File: src/rtl/mem_req_arbiter.sv
`default_nettype none
// ============================================================================
// Module      : mem_req_arbiter
// Description : Arbitrates an instruction-fetch port and a load/store data
//               port onto one word-addressed memory controller. Alternating
//               priority on ties, misaligned data accesses are rejected
//               without touching memory, and every output is registered.
// Revision    : 1.0 - initial release
// ============================================================================
module mem_req_arbiter #(
  parameter int MEM_ADDR_BITS = 16
) (
  input  logic                     i_clk,
  input  logic                     i_reset,
  input  logic                     i_sync_reset,
  // instruction fetch port
  input  logic                     i_fetch_req,
  input  logic [MEM_ADDR_BITS+1:0] i_fetch_addr,
  output logic                     o_fetch_ack,
  output logic [31:0]              o_fetch_data,
  // data port
  input  logic                     i_dm_req,
  input  logic                     i_dm_we,
  input  logic [1:0]               i_dm_width,
  input  logic                     i_dm_unsigned,
  input  logic [MEM_ADDR_BITS+1:0] i_dm_addr,
  input  logic [31:0]              i_dm_wdata,
  output logic                     o_dm_ack,
  output logic [31:0]              o_dm_rdata,
  output logic                     o_dm_misaligned,
  // memory controller side
  output logic [MEM_ADDR_BITS-1:0] o_mem_addr,
  output logic                     o_mem_read_en,
  output logic [3:0]               o_mem_write_en,
  output logic [31:0]              o_mem_write_data,
  input  logic [31:0]              i_mem_read_data,
  input  logic                     i_mem_write_ack,
  input  logic                     i_mem_read_ack
);

  typedef enum logic [1:0] {
    S_IDLE    = 2'd0,
    S_ISSUE   = 2'd1,
    S_RD_WAIT = 2'd2,
    S_RESP    = 2'd3
  } state_t;

  // Byte lanes and lane-replicated data for a store; {enables, data}.
  function automatic logic [35:0] f_store(input logic [1:0]  width,
                                          input logic [1:0]  a,
                                          input logic [31:0] wd);
    logic [35:0] res;
    case (width)
      2'b00:   res = {4'b0001 << a, {4{wd[7:0]}}};
      2'b01:   res = {(a[1] ? 4'b1100 : 4'b0011), {2{wd[15:0]}}};
      default: res = {4'b1111, wd};
    endcase
    return res;
  endfunction

  // Select the addressed lane(s) of a read word and extend to 32 bits.
  function automatic logic [31:0] f_extract(input logic [31:0] word,
                                            input logic [1:0]  width,
                                            input logic [1:0]  a,
                                            input logic        uns);
    logic [7:0]  b;
    logic [15:0] h;
    logic [31:0] res;
    case (a)
      2'd0:    b = word[7:0];
      2'd1:    b = word[15:8];
      2'd2:    b = word[23:16];
      default: b = word[31:24];
    endcase
    h = a[1] ? word[31:16] : word[15:0];
    case (width)
      2'b00:   res = {{24{~uns & b[7]}}, b};
      2'b01:   res = {{16{~uns & h[15]}}, h};
      default: res = word;
    endcase
    return res;
  endfunction

  // state and latched transaction fields
  state_t                   r_state,   w_state;
  logic                     r_last_dm, w_last_dm;
  logic                     r_port_dm, w_port_dm;
  logic                     r_we,      w_we;
  logic [1:0]               r_width,   w_width;
  logic                     r_uns,     w_uns;
  logic [MEM_ADDR_BITS+1:0] r_addr,    w_addr;
  logic [31:0]              r_wdata,   w_wdata;

  // registered outputs
  logic                     r_fetch_ack,      w_fetch_ack;
  logic [31:0]              r_fetch_data,     w_fetch_data;
  logic                     r_dm_ack,         w_dm_ack;
  logic [31:0]              r_dm_rdata,       w_dm_rdata;
  logic                     r_dm_mis,         w_dm_mis;
  logic [MEM_ADDR_BITS-1:0] r_mem_addr,       w_mem_addr;
  logic                     r_mem_read_en,    w_mem_read_en;
  logic [3:0]               r_mem_write_en,   w_mem_write_en;
  logic [31:0]              r_mem_write_data, w_mem_write_data;

  logic                     w_grant_dm;
  logic                     w_misaligned;
  logic [MEM_ADDR_BITS+1:0] w_sel_addr;
  logic [35:0]              w_st_new;
  logic [35:0]              w_st_held;

  // Tie goes to the port that did not win last time.
  assign w_grant_dm   = i_dm_req & (~i_fetch_req | ~r_last_dm);
  assign w_sel_addr   = w_grant_dm ? i_dm_addr : i_fetch_addr;
  assign w_misaligned = ((i_dm_width == 2'b01) & i_dm_addr[0]) |
                        (i_dm_width[1] & (i_dm_addr[1:0] != 2'b00));
  assign w_st_new     = f_store(i_dm_width, i_dm_addr[1:0], i_dm_wdata);
  assign w_st_held    = f_store(r_width, r_addr[1:0], r_wdata);

  // Next state, latched fields and next registered output values.
  always_comb begin
    w_state          = r_state;
    w_last_dm        = r_last_dm;
    w_port_dm        = r_port_dm;
    w_we             = r_we;
    w_width          = r_width;
    w_uns            = r_uns;
    w_addr           = r_addr;
    w_wdata          = r_wdata;
    w_fetch_ack      = 1'b0;
    w_fetch_data     = 32'd0;
    w_dm_ack         = 1'b0;
    w_dm_rdata       = 32'd0;
    w_dm_mis         = 1'b0;
    w_mem_addr       = r_mem_addr;
    w_mem_read_en    = 1'b0;
    w_mem_write_en   = 4'b0000;
    w_mem_write_data = 32'd0;

    case (r_state)
      S_IDLE: begin
        if (i_fetch_req | i_dm_req) begin
          w_port_dm = w_grant_dm;
          if (w_grant_dm & w_misaligned) begin
            // Rejected without any memory strobe.
            w_state  = S_RESP;
            w_dm_ack = 1'b1;
            w_dm_mis = 1'b1;
          end else begin
            w_state    = S_ISSUE;
            w_we       = w_grant_dm & i_dm_we;
            w_width    = w_grant_dm ? i_dm_width : 2'b10;
            w_uns      = w_grant_dm & i_dm_unsigned;
            w_addr     = w_sel_addr;
            w_wdata    = w_grant_dm ? i_dm_wdata : 32'd0;
            w_mem_addr = w_sel_addr[MEM_ADDR_BITS+1:2];
            if (w_grant_dm & i_dm_we) begin
              w_mem_write_en   = w_st_new[35:32];
              w_mem_write_data = w_st_new[31:0];
            end else begin
              w_mem_read_en = 1'b1;
            end
          end
        end
      end

      S_ISSUE: begin
        if (r_we) begin
          if (i_mem_write_ack) begin
            w_state  = S_RESP;
            w_dm_ack = 1'b1;
          end else begin
            w_mem_write_en   = w_st_held[35:32];
            w_mem_write_data = w_st_held[31:0];
          end
        end else begin
          w_state = S_RD_WAIT;
        end
      end

      S_RD_WAIT: begin
        if (i_mem_read_ack) begin
          w_state = S_RESP;
          if (r_port_dm) begin
            w_dm_ack   = 1'b1;
            w_dm_rdata = f_extract(i_mem_read_data, r_width, r_addr[1:0], r_uns);
          end else begin
            w_fetch_ack  = 1'b1;
            w_fetch_data = i_mem_read_data;
          end
        end
      end

      default: begin
        // S_RESP: ack is visible this cycle; record the winner.
        w_state   = S_IDLE;
        w_last_dm = r_port_dm;
      end
    endcase
  end

  // State, latched fields and outputs; both resets clear everything.
  always_ff @(posedge i_clk or posedge i_reset) begin
    if (i_reset) begin
      r_state          <= S_IDLE;
      r_last_dm        <= 1'b0;
      r_port_dm        <= 1'b0;
      r_we             <= 1'b0;
      r_width          <= 2'b00;
      r_uns            <= 1'b0;
      r_addr           <= '0;
      r_wdata          <= 32'd0;
      r_fetch_ack      <= 1'b0;
      r_fetch_data     <= 32'd0;
      r_dm_ack         <= 1'b0;
      r_dm_rdata       <= 32'd0;
      r_dm_mis         <= 1'b0;
      r_mem_addr       <= '0;
      r_mem_read_en    <= 1'b0;
      r_mem_write_en   <= 4'b0000;
      r_mem_write_data <= 32'd0;
    end else if (i_sync_reset) begin
      r_state          <= S_IDLE;
      r_last_dm        <= 1'b0;
      r_port_dm        <= 1'b0;
      r_we             <= 1'b0;
      r_width          <= 2'b00;
      r_uns            <= 1'b0;
      r_addr           <= '0;
      r_wdata          <= 32'd0;
      r_fetch_ack      <= 1'b0;
      r_fetch_data     <= 32'd0;
      r_dm_ack         <= 1'b0;
      r_dm_rdata       <= 32'd0;
      r_dm_mis         <= 1'b0;
      r_mem_addr       <= '0;
      r_mem_read_en    <= 1'b0;
      r_mem_write_en   <= 4'b0000;
      r_mem_write_data <= 32'd0;
    end else begin
      r_state          <= w_state;
      r_last_dm        <= w_last_dm;
      r_port_dm        <= w_port_dm;
      r_we             <= w_we;
      r_width          <= w_width;
      r_uns            <= w_uns;
      r_addr           <= w_addr;
      r_wdata          <= w_wdata;
      r_fetch_ack      <= w_fetch_ack;
      r_fetch_data     <= w_fetch_data;
      r_dm_ack         <= w_dm_ack;
      r_dm_rdata       <= w_dm_rdata;
      r_dm_mis         <= w_dm_mis;
      r_mem_addr       <= w_mem_addr;
      r_mem_read_en    <= w_mem_read_en;
      r_mem_write_en   <= w_mem_write_en;
      r_mem_write_data <= w_mem_write_data;
    end
  end

  assign o_fetch_ack      = r_fetch_ack;
  assign o_fetch_data     = r_fetch_data;
  assign o_dm_ack         = r_dm_ack;
  assign o_dm_rdata       = r_dm_rdata;
  assign o_dm_misaligned  = r_dm_mis;
  assign o_mem_addr       = r_mem_addr;
  assign o_mem_read_en    = r_mem_read_en;
  assign o_mem_write_en   = r_mem_write_en;
  assign o_mem_write_data = r_mem_write_data;

endmodule
`default_nettype wire

File: config.mk
export PLATFORM = sky130hd
export DESIGN_NAME = mem_req_arbiter
export DESIGN_NICKNAME = d
export VERILOG_FILES = /design/src/rtl/mem_req_arbiter.sv
export SDC_FILE = /design/constraint.sdc
export NUM_CORES = 1
export LEC_CHECK = 0
export BUFFER_PORTS_ARGS = -buffer_cell sky130_fd_sc_hd__clkbuf_2
export CAP_MARGIN = 30
export CORE_UTILIZATION = 46
export DETAILED_ROUTE_END_ITERATION = 8
export PLACE_DENSITY = 0.85
export SYNTH_ARGS = -nofsm -noshare
export SYNTH_HDL_FRONTEND = slang
export SYNTH_SLANG_ARGS = --single-unit
File: constraint.sdc
create_clock -name i_clk -period 5.15 [get_ports i_clk]
set_input_delay 0.515 -clock i_clk [delete_from_list [all_inputs] [get_ports i_clk]]
set_output_delay 0.515 -clock i_clk [all_outputs]
set_load 0.02 [all_outputs]
# Word level (Yosys, flattened, before mapping)
# Index checks and enable logic that the tools add are counted.
[totals]
input_bits = 111
ramBits = 0
register_bits = 162
elab_cells = 145
memories = 0
out_inout_bits = 120
latch_bits = 0
romBits = 0
[op_classes]
bitwise_logic = 14
div = 0
mul = 0
addsub = 0
muxes = 90
shift = 2
n_reduce_logical = 11
n_lt_le_gt_ge = 0
n_eq_ne = 11
[op_table]
columns = ["operator", "count"]
rows = [
  ["two-way mux 32 bit", 19],
  ["one-hot mux 36 bit (2 select lines)", 2],
  ["one-hot mux 32 bit (2 select lines)", 2],
  ["two-way mux 16 bit", 5],
  ["two-way mux 4 bit", 8],
  ["two-way mux 1 bit", 31],
  ["two-way mux 2 bit", 15],
  ["two-way mux 8 bit", 3],
  ["one-hot mux 8 bit (3 select lines)", 1],
  ["two-way mux 18 bit", 1],
  ["AND 1 bit", 8],
  ["== test 2 x 1 -> 1 bit (second input constant)", 4],
  ["logical NOT 2 bit", 4],
  ["one-hot mux 4 bit (2 select lines)", 1],
  ["<< shifter 1 x 2 -> 4 bit (first input constant)", 2],
  ["inequality test 3 bit (second input constant)", 2],
  ["one-hot mux 2 bit (3 select lines)", 1],
  ["AND reduction 3 bit", 2],
  ["nonzero test 2 bit", 3],
  ["== test 2 bit (second input constant)", 2],
  ["inequality test 4 bit (second input constant)", 1],
  ["NOT 1 bit", 3],
  ["OR 1 bit", 3],
  ["one-hot mux 1 bit (3 select lines)", 1],
  ["other kinds (4)", 4],
]

# Depth between registers and ports, before layout
[depth]
word_depth = 11
ltp_mapped = 8
mapped_depth_nobuf = 6

# Worst setup path after synthesis
# OpenSTA, ideal clock, no wires.
[synth_timing]
path_type = "register to register"
start = "reg r_state[0]"
end = "reg r_mem_write_en[3], in the netlist o_mem_write_en[3]"
path_buffers = 2
t_required_ns = 5.082
arrival_ns = 1.770
setup_ns = 0.068
setup_slack_ns = 3.312
synth_period_minus_slack_ns = 1.838
path_stages_with_launch = 8
cell_sequence = "dfrtp_1 inv_1 ha_1 buf_2 inv_1 clkbuf_1 nor4_2 a22o_1"
[synth_between]
elab_chain_cells = 3
word_cells_on_any_way = 4
[synth_lines]
columns = ["item", "line_no", "text"]
rows = [
  ["start: declaration", "85", "state_t r_state, w_state;"],
  ["start signal: assignment", "240", "r_state <= w_state;"],
  ["== test 2 x 1 -> 1 bit or logical NOT 2 bit (tied branches)", "139", "case (r_state)"],
  ["one-hot mux 4 bit (2 select lines) (*)", "139", ""],
  ["two-way mux 4 bit (*)", "221", "end else if (i_sync_reset) begin"],
  ["end signal: assignment", "255", "r_mem_write_en <= w_mem_write_en;"],
  ["end: declaration", "102", "logic [3:0] r_mem_write_en, w_mem_write_en;"],
]
# Every way passes the cells marked *; elsewhere a longest branch is shown, timed or not.
# A chain may end at the register's enable or synchronous reset.

# Worst setup path after layout
[layout_timing]
start = "reg r_last_dm"
end = "reg r_mem_write_data[11], in the netlist o_mem_write_data[11]"
[layout_between]
elab_chain_cells = 9
word_cells_on_any_way = 10
[layout_lines]
columns = ["item", "line_no", "text"]
rows = [
  ["start: declaration", "86", "logic r_last_dm, w_last_dm;"],
  ["start signal: assignment", "241", "r_last_dm <= w_last_dm;"],
  ["NOT 1 bit (*)", "112", "assign w_grant_dm = i_dm_req & (~i_fetch_req | ~r_last_dm);"],
  ["OR 1 bit (*)", "112", ""],
  ["AND 1 bit (*)", "112", ""],
  ["AND 1 bit", "156", "if (w_grant_dm & i_dm_we) begin"],
  ["two-way mux 32 bit", "156", ""],
  ["two-way mux 32 bit (*)", "143", "if (w_grant_dm & w_misaligned) begin"],
  ["two-way mux 32 bit (*)", "141", "if (i_fetch_req | i_dm_req) begin"],
  ["one-hot mux 32 bit (2 select lines) (*)", "139", ""],
  ["two-way mux 32 bit (*)", "221", ""],
  ["end signal: assignment", "256", "r_mem_write_data <= w_mem_write_data;"],
  ["end: declaration", "103", "logic [31:0] r_mem_write_data, w_mem_write_data;"],
]
# Marked as above.

==> out/metrics.yaml <==
outcome: "finished, final reports clean"
worstSetupPathType: "flop to flop"
drc: 0
cts_inserted_buffers: 17
drt_iter0_drc: 720
synth_seq_area_share_pct: 55.0
worstPathArrival_ns: 3.09
max-vdd-ir-drop_v: 0.000278
final_nets: 1006
routabilityCongestion: 0.864
clockRootBuffer: "clkbuf_16"
slew_headroom_pct: 39.9
antenna_cells: 0
vias: 6482
end_kind: "flop"
powerDensity_nw_per_um2: 385
syn-num-nets: 800
wl_per_cell_um: 19.2
yosys.cell_types.count: 49
dp_hpwl_um: 14400
drt_pass1_iterations: 5
final_util_pct: 60.4
maxCapViolations: 0
clk_pin_slew_ns: 0.07
cp.required_ns: 5.49
min_period_ns: 2.75
p_leak_nw: 4.72
die_area_um2: 16500
critPathLaunchType: "flop"
layout_commonest_cell: "clkbuf_2"
cts_buffer_depth: 2
min_path_type: "input pin to flop"
worst_pin_slew_ns: 0.900
clock_sinks: 162
syn_area_um2: 7370
ys_ff_latch: 162
layout_common_cells: "230 x clkbuf_2, 162 x dfrtp_1, 81 x a21oi_1"
rsz0062_at_grt: "no"
fmax_mhz: 364
period_share_pct: 53.4
final.setup.tns_ns: 0
htree_levels: 4
area_growth_pct: 26.5
grt_pass1_vias: 6371
grt_overflow: 0
grt_pass1_wl_um: 34300
final_cell_area_um2: 9320
syn_area_per_cell_um2: 10.8
port_buffers: 230
drt-total-wl_um: 21400
insertion_delay_ns: 0.43
finalSetupViolCount: 0
row_count: 45
grt.total_usage_pct: 27.2
place_inst: 1081
synth.yosys.warnings: 0
grt_max_degree: 100
drv_slew: 0
cts_tree: "built"
drtAntennaViolNets: 0
die_w_um: 129
routed_via_density: 5.81
die_h_um: 129
start_util_pct: 47.8
ios: 231
placedInstanceArea_um2: 8710
finClkSkew_ns: 0.00911
netlist_instances: 685
crit_fanout: 58
hold_violations: 0
drive_gt1_share_pct: 34.4
antenna_found_initial: 0
coreArea_um2: 15400
fin_cells: 1115
registers in the layout (all words and copies together) (netlist names):
signal and flops:
o_dm_rdata 32, o_fetch_data 32, o_mem_write_data 32, r_wdata 32, o_mem_addr 16, o_mem_write_en 4
r_addr 2, r_state 2, r_width 2, o_dm_ack 1, o_dm_misaligned 1, o_fetch_ack 1
o_mem_read_en 1, r_last_dm 1, r_port_dm 1, r_uns 1, r_we 1
power breakdown:
group          switching [mW]  internal [mW]  total (mW)
Sequential             0.0860           1.37        1.45
Combinational           0.604          0.303       0.907
Clock                   0.583          0.648        1.23
per-stage QoR:
| stage | hold slack (ns) | power, mW | worst slack [ns] |
|---|---|---|---|
| after floorplan | 0.492 | 2.08 | 0.258 |
| after global placement | 0.526 | 2.34 | 2.18 |
| after detailed placement | 0.439 | 2.36 | 2.17 |
| after CTS | 0.297 | 3.60 | 2.42 |
| after global routing | 0.311 | 3.76 | 2.26 |
| final | 0.306 | 3.59 | 2.40 |
per-layer routing:
layer	vias up	wire length, um	global-route usage [%]
met5	-	0	0
met1	3200	8780	35.4
li1	2918	-	-
met3	42	1590	6.99
met4	0	583	10.7
met2	322	10400	43.8
worst max-delay path, stage by stage, from the launching register on:
cell and delay [ns]:
dfrtp_1 0.42, a21boi_4 0.13, buf_4 0.63, nand2_1 0.23
or4_1 0.77, buf_8 0.29, o22ai_1 0.18
final timing paths:
check	end	start	cells after the start	slack [ns]
min in group asynchronous	o_mem_addr[4]	i_reset	3	0.56
max reg2reg	o_mem_write_data[11]	r_last_dm	6	2.40
min reg2reg	r_wdata[16]	r_wdata[16]	2	0.54
max	o_mem_write_data[11]	r_last_dm	6	2.40
max in group asynchronous	o_fetch_data[5]	i_reset	5	3.25
min	o_fetch_data[4]	i_mem_read_data[4]	2	0.31
timing repair:
item	in CTS	in global routing
setup endpoints to repair	0	0
hold buffers	1	0
buffers inserted	0	0
endpoints found under the hold margin	13	0
resized for setup	0	0
cells by family (layout without fill, tap and decap cells):
logic type / Yosys count / in the layout / synth area share [%]
buffers and inverters: 70 / 289 / 3.94
adder cells (fa/ha/maj): 4 / 4 / 0.679
multiplexers: 77 / 77 / 10.8
flip-flops: 162 / 162 / 55.0
AO/OA/AOI/OAI: 203 / 203 / 17.6
AND/OR/NAND/NOR: 169 / 169 / 12.0
synth_stat cells, drive strengths merged:
| master | number | area, um2 |
|---|---|---|
| nand2b | 2 | 12.5 |
| nor2 | 37 | 149 |
| a211oi | 18 | 135 |
| or3 | 1 | 6.26 |
| dfrtp | 162 | 4050 |
| a21o | 1 | 7.51 |
| nand4 | 34 | 213 |
| o22ai | 24 | 213 |
| nand3 | 3 | 15.0 |
| a32oi | 1 | 16.3 |
| a21oi | 81 | 405 |
| a32o | 1 | 10.0 |
| nor2b | 3 | 18.8 |
| and2 | 32 | 200 |
| a21boi | 1 | 11.3 |
| nor4b | 1 | 8.76 |
| a311oi | 2 | 17.5 |
| and3 | 2 | 12.5 |
| or3b | 1 | 8.76 |
| inv | 10 | 37.5 |
| nor4 | 2 | 18.8 |
| a22o | 9 | 78.8 |
| nor3 | 5 | 25.0 |
| o32ai | 1 | 8.76 |
| mux4 | 1 | 22.5 |
| clkbuf | 39 | 146 |
| a22oi | 8 | 60.1 |
| mux2i | 68 | 681 |
| o221a | 1 | 11.3 |
| a2111oi | 1 | 8.76 |
| a31oi | 2 | 12.5 |
| or4 | 1 | 7.51 |
| nand2 | 42 | 160 |
| buf | 21 | 106 |
| nand3b | 1 | 7.51 |
| a222oi | 7 | 70.1 |
| o21ai | 45 | 233 |
| nand4b | 2 | 17.5 |
| mux2 | 8 | 90.1 |
| ha | 4 | 50.1 |
layout make-up:
cell class / count / area, um2
Timing Repair Buffer: 247 / 1330
Clock inverter: 15 / 161
Multi-Input combinational cell: 453 / 3040
Fill cell: 1259 / 6110
Clock buffer: 17 / 425
Tap cell: 211 / 264
Sequential cell: 162 / 4050
Inverter: 10 / 42.5
Power figures use the tool's default switching activity.
